File: config.mk
export PLATFORM = sky130hd
export DESIGN_NAME = pipelined_barrel_shifter
export DESIGN_NICKNAME = d
export VERILOG_FILES = /design/src/rtl/shifter_pkg.sv /design/src/rtl/shifter_stage.sv /design/src/rtl/pipelined_barrel_shifter.sv
export SDC_FILE = /design/constraint.sdc
export NUM_CORES = 1
export LEC_CHECK = 0
export CORE_MARGIN = 1
export CORE_UTILIZATION = 59
export DETAILED_ROUTE_END_ITERATION = 10
export GPL_TIMING_DRIVEN = 0
export PLACE_DENSITY = 0.8
export SYNTH_ARGS = -nofsm -noshare
export SYNTH_HDL_FRONTEND = slang
export SYNTH_HIERARCHICAL = 1
export SYNTH_SLANG_ARGS = --single-unit
File: constraint.sdc
create_clock -name clock -period 2.5 [get_ports clock]
set_clock_uncertainty 0.15 [all_clocks]
set_input_delay 0.375 -clock clock [delete_from_list [all_inputs] [get_ports clock]]
set_output_delay 0.375 -clock clock [all_outputs]
set_load 0.05 [all_outputs]
File: src/rtl/shifter_pkg.sv
// Shared definitions for the pipelined barrel shifter.
// Contents:
//   op_t                          2-bit shift-operation code
//   OP_SRL/OP_SRA/OP_SLL/OP_ROR   logical right, arithmetic right,
//                                 logical left, rotate right
package shifter_pkg;

  typedef logic [1:0] op_t;

  localparam op_t OP_SRL = 2'b00;
  localparam op_t OP_SRA = 2'b01;
  localparam op_t OP_SLL = 2'b10;
  localparam op_t OP_ROR = 2'b11;

endpackage

File: src/rtl/shifter_stage.sv
// One level of the pipelined barrel shifter.
// It shifts by SHIFT (a power of two) when the matching shift-amount bit is
// set, then registers the result together with its sideband fields.
// Ports:
//   clock, reset         rising-edge clock, asynchronous active-high reset
//   advance              1 = load a new value this edge, 0 = hold (global stall)
//   up_valid/data/shamt/op/sign/tag   values from the previous level
//   dn_valid/data/shamt/op/sign/tag   registered values for the next level
//   result               combinational shift result, before the register
module shifter_stage
  import shifter_pkg::*;
#(
  parameter int WIDTH = 32,
  parameter int TAG_W = 5,
  parameter int SHIFT = 1,
  localparam int SHAMT_W = $clog2(WIDTH)
) (
  input  logic               clock,
  input  logic               reset,
  input  logic               advance,
  input  logic               up_valid,
  input  logic [WIDTH-1:0]   up_data,
  input  logic [SHAMT_W-1:0] up_shamt,
  input  op_t                up_op,
  input  logic               up_sign,
  input  logic [TAG_W-1:0]   up_tag,
  output logic               dn_valid,
  output logic [WIDTH-1:0]   dn_data,
  output logic [SHAMT_W-1:0] dn_shamt,
  output op_t                dn_op,
  output logic               dn_sign,
  output logic [TAG_W-1:0]   dn_tag,
  output logic [WIDTH-1:0]   result
);

  // Shift-amount bit that enables this level.
  localparam int BIT = $clog2(SHIFT);

  always_comb begin
    result = up_data;
    if (up_shamt[BIT]) begin
      case (up_op)
        OP_SRL: result = {{SHIFT{1'b0}}, up_data[WIDTH-1:SHIFT]};
        // Fill from the operand's original MSB carried down the pipe.
        OP_SRA: result = {{SHIFT{up_sign}}, up_data[WIDTH-1:SHIFT]};
        OP_SLL: result = {up_data[WIDTH-1-SHIFT:0], {SHIFT{1'b0}}};
        OP_ROR: result = {up_data[SHIFT-1:0], up_data[WIDTH-1:SHIFT]};
      endcase
    end
  end

  always_ff @(posedge clock or posedge reset) begin
    if (reset) begin
      dn_valid <= 1'b0;
      dn_data  <= '0;
      dn_shamt <= '0;
      dn_op    <= OP_SRL;
      dn_sign  <= 1'b0;
      dn_tag   <= '0;
    end else if (advance) begin
      dn_valid <= up_valid;
      dn_data  <= result;
      dn_shamt <= up_shamt;
      dn_op    <= up_op;
      dn_sign  <= up_sign;
      dn_tag   <= up_tag;
    end
  end

endmodule

File: src/rtl/pipelined_barrel_shifter.sv
// Pipelined 4-mode barrel shifter (SRL, SRA, SLL, ROR) with valid/ready
// handshakes on both sides and a sideband tag carried alongside the data.
// There are SHAMT_W = log2(WIDTH) levels, largest shift first, one register
// per level. Backpressure is a global stall: when the result is valid and
// not taken, every level holds.
// Optional feature macro: SHIFTER_STATUS_EN adds out_zero, a registered
// "result is all zeros" flag that travels with out_data.
// Ports:
//   clock, reset                   rising-edge clock, async active-high reset
//   in_valid/in_ready              input handshake
//   in_data, in_shamt, in_op, in_tag   operand, shift amount, op code, tag
//   out_valid/out_ready            output handshake
//   out_data, out_tag              shifted result and its tag
//   out_zero                       result == 0 (SHIFTER_STATUS_EN only)
module pipelined_barrel_shifter
  import shifter_pkg::*;
#(
  parameter int WIDTH = 32,
  parameter int TAG_W = 5,
  localparam int SHAMT_W = $clog2(WIDTH)
) (
  input  logic               clock,
  input  logic               reset,
  input  logic               in_valid,
  output logic               in_ready,
  input  logic [WIDTH-1:0]   in_data,
  input  logic [SHAMT_W-1:0] in_shamt,
  input  op_t                in_op,
  input  logic [TAG_W-1:0]   in_tag,
  output logic               out_valid,
  input  logic               out_ready,
  output logic [WIDTH-1:0]   out_data,
  output logic [TAG_W-1:0]   out_tag
`ifdef SHIFTER_STATUS_EN
  ,
  output logic               out_zero
`endif
);

  // Index 0 is the pipe input; index gi+1 is the register of level gi.
  logic               valid_s [SHAMT_W+1];
  logic [WIDTH-1:0]   data_s  [SHAMT_W+1];
  logic [SHAMT_W-1:0] shamt_s [SHAMT_W+1];
  op_t                op_s    [SHAMT_W+1];
  logic               sign_s  [SHAMT_W+1];
  logic [TAG_W-1:0]   tag_s   [SHAMT_W+1];
  logic [SHAMT_W-1:0][WIDTH-1:0] result_s;

  logic stall;
  logic advance;

  assign stall    = valid_s[SHAMT_W] && !out_ready;
  assign advance  = !stall;
  assign in_ready = !stall;

  // While stalled the first level holds, so in_valid is simply not sampled.
  assign valid_s[0] = in_valid;
  assign data_s[0]  = in_data;
  assign shamt_s[0] = in_shamt;
  assign op_s[0]    = in_op;
  assign sign_s[0]  = in_data[WIDTH-1];
  assign tag_s[0]   = in_tag;

  genvar gi;
  generate
    for (gi = 0; gi < SHAMT_W; gi++) begin : g_stage
      shifter_stage #(
        .WIDTH(WIDTH),
        .TAG_W(TAG_W),
        .SHIFT(1 << (SHAMT_W - 1 - gi))
      ) u_stage (
        .clock    (clock),
        .reset    (reset),
        .advance  (advance),
        .up_valid (valid_s[gi]),
        .up_data  (data_s[gi]),
        .up_shamt (shamt_s[gi]),
        .up_op    (op_s[gi]),
        .up_sign  (sign_s[gi]),
        .up_tag   (tag_s[gi]),
        .dn_valid (valid_s[gi+1]),
        .dn_data  (data_s[gi+1]),
        .dn_shamt (shamt_s[gi+1]),
        .dn_op    (op_s[gi+1]),
        .dn_sign  (sign_s[gi+1]),
        .dn_tag   (tag_s[gi+1]),
        .result   (result_s[gi])
      );
    end
  endgenerate

  assign out_valid = valid_s[SHAMT_W];
  assign out_data  = data_s[SHAMT_W];
  assign out_tag   = tag_s[SHAMT_W];

`ifdef SHIFTER_STATUS_EN
  // Zero flag is taken from the last level's combinational result so it is
  // registered on the same edge as out_data and holds with it under stall.
  logic zero_reg;

  always_ff @(posedge clock or posedge reset) begin
    if (reset) begin
      zero_reg <= 1'b0;
    end else if (advance) begin
      zero_reg <= (result_s[SHAMT_W-1] == '0);
    end
  end

  assign out_zero = zero_reg;
`endif

  // Fields that leave the last level but have no consumer.
  logic unused_tail;
  assign unused_tail = ^{result_s, shamt_s[SHAMT_W], op_s[SHAMT_W], sign_s[SHAMT_W]};

endmodule
==> flow_metrics.tcl <==
set metrics [dict create \
    num_rows 48 \
    start_util 0.6119 \
    period_share 0.9019 \
    status "complete, no violations" \
    fp.dieW_um 136.9 \
    cp_data_arrival_time_ps 1730 \
    path_buf_inv 1 \
    setup_violations 0 \
    h-tree-depth 1 \
    dieArea_um2 18730 \
    maxCapViolCount 0 \
    hp-class "in2async" \
    ios 87 \
    cp_cell_sequence "nand2b_2, clkbuf_2" \
    tns_ps 0 \
    vias 8119 \
    drt_iter0_markers 559 \
    dp_hpwl_um 19270 \
    port_buffers 86 \
    synth_nets 1033 \
    syn_inst 985 \
    cts_tree "built" \
    grt-ovfl-total 0 \
    synth_area_um2 10730 \
    ys.warnings.count 6 \
    p_leak_uw 0.005242 \
    cp_top_family "simple AND/OR/NAND/NOR gates" \
    area_growth_pct 17.56 \
    hold_viol 0 \
    route.detailed.wl_per_inst_um 19.85 \
    grt_first_pass_wirelength_um 43320 \
    crit_slowest_cell "nand2b_2" \
    worst_slack_ps 245.3 \
    peakVddDrop_mv 0.8734 \
    core_um2 17540 \
    drive_gt1_frac 0.1770 \
    place_ws_ps -284.0 \
    crit_path_end_kind "primary output" \
    powerDensity_nw_per_um2 1383 \
    n_antenna_cell 0 \
    fin_nets 1146 \
    cts_sinks 212 \
    antenna_left 0 \
    max_freq_ghz 0.4435 \
    reg2reg_to "g_stage[2].u_stage/dn_data[12]$_DFFE_PP0P_" \
    path_max_fanout 21 \
    hold_slack_ps 164.6 \
    drc 0 \
    rsz0062_at_grt "false" \
    syn_avg_cell_area_um2 10.89 \
    critPathLaunchType "flop" \
    antenna_found_initial 0 \
    met1_usage 0.3807 \
    firstDrtPassIters 5 \
    post_cts_buffers 0 \
    drt-vias-per-instance 6.068 \
    slew_viol_final 0 \
    fin_total_pwr_uw 17440 \
    multi_input_area_um2 4743 \
    grt_max_degree 44 \
    slew_headroom 0.3960 \
    busiest_layer "met2" \
    clk_pin_slew_ps 60 \
    cts.path.max_buffers 3 \
    tightest_slew_ps 904.7 \
    use_met3 0.03593 \
    grtUsageMet2 0.5197 \
    clk_latency_ps 520 \
    root_buffer "clkbuf_16" \
    required_ps 1980 \
    die_h_um 136.9 \
    drt_wl_total_um 26560 \
    grt_util_all_layers 0.2978 \
    rr_worst_depth 6 \
    slowest_delay_ps 440 \
    fillerInstances 1274 \
    grt_pass1_vias 8205 \
    seq_area_um2 5305 \
    r2r_slack_ps 330 \
    min_period_ps 2255 \
    path_class "reg2out" \
    numCtsBuffers 23 \
    routabilityCongestion 0.9253 \
    r2r_start "g_stage[4].u_stage/dn_valid$_DFFE_PP0P_" \
]
[timing repair]
action | in CTS | in global routing
setup endpoints to repair | 1 | 1
endpoints found under the hold margin | 0 | 0
resized for setup | 1 | 2
hold buffers | 0 | 0
[report_power, final]
part | switching [uW] | internal [uW] | leakage (uW)
clock network | 1330 | 1890 | 0.000346
logic | 4100 | 3460 | 0.00234
registers | 1700 | 4970 | 0.00256
[sequential cells by signal, indices dropped and copies added, names as in the netlist]
register / count
g_stage.u_stage/dn_data: 160
g_stage.u_stage/dn_op: 8
g_stage.u_stage/dn_shamt: 10
g_stage.u_stage/dn_sign: 4
g_stage.u_stage/dn_tag: 25
g_stage.u_stage/dn_valid: 5
[final cells by class]
cell class | instances | share of cell area
well taps | 225 | 0.02232
inverters | 16 | 0.004761
repair buffers | 88 | 0.07102
clock buffers | 35 | 0.05158
plain buffers | 85 | 0.04949
multi-input cells | 672 | 0.3760
flip-flops and latches | 212 | 0.4206
clock inverters | 5 | 0.004265
[routing by layer]
layer	up-vias	share of wire
li1	3771	-
met1	4010	0.42
met2	285	0.51
met3	53	0.042
met4	0	0.028
met5	-	0
[metrics by stage]
step / util / instances / instance area, um2
4_1_cts: 0.7195 / 1338 / 12620
2_1_floorplan: - / 985 / 10730
5_1_grt: 0.7193 / 1338 / 12610
6_report: 0.7193 / 1338 / 12610
3_3_place_gp: 0.6772 / 1296 / 11880
3_5_place_dp: 0.6794 / 1298 / 11920
[layout by cell type, fill, tap and decap left out, types with 31 or more instances in the layout]
master	n
mux2i_1	98
nor2b_1	64
dfrtp_1	212
clkdlybuf4s50_1	85
a21oi_1	65
a22oi_1	50
mux2_2	65
o21ai_1	67
o21ai_0	45
nand2_1	52
clkbuf_1	33
a31oi_1	31
nor2_1	48
[worst register-to-register path, cell delays in order (launching register included)]
cell and delay, ps:
dfrtp_1 400, nand2b_2 440, buf_2 330, inv_2 110, clkbuf_1 240, a22oi_1 230, o21ai_0 130
[worst max-delay path by stage]
| stage | start | cells past startpoint | end | slack [ps] |
|---|---|---|---|---|
| floorplan | g_stage[4].u_stage/dn_valid$_DFFE_PP0P_ | 6 | g_stage[2].u_stage/dn_data[11]$_DFFE_PP0P_ | 280 |
| detailed placement | out_ready | 3 | in_ready | -280 |
| global placement | out_ready | 3 | in_ready | -260 |
| CTS | g_stage[4].u_stage/dn_valid$_DFFE_PP0P_ | 2 | in_ready | 10 |
| finish | g_stage[4].u_stage/dn_valid$_DFFE_PP0P_ | 2 | in_ready | 250 |
| global route | g_stage[4].u_stage/dn_valid$_DFFE_PP0P_ | 2 | in_ready | 190 |
No activity file was read; power rests on OpenSTA's default activity.
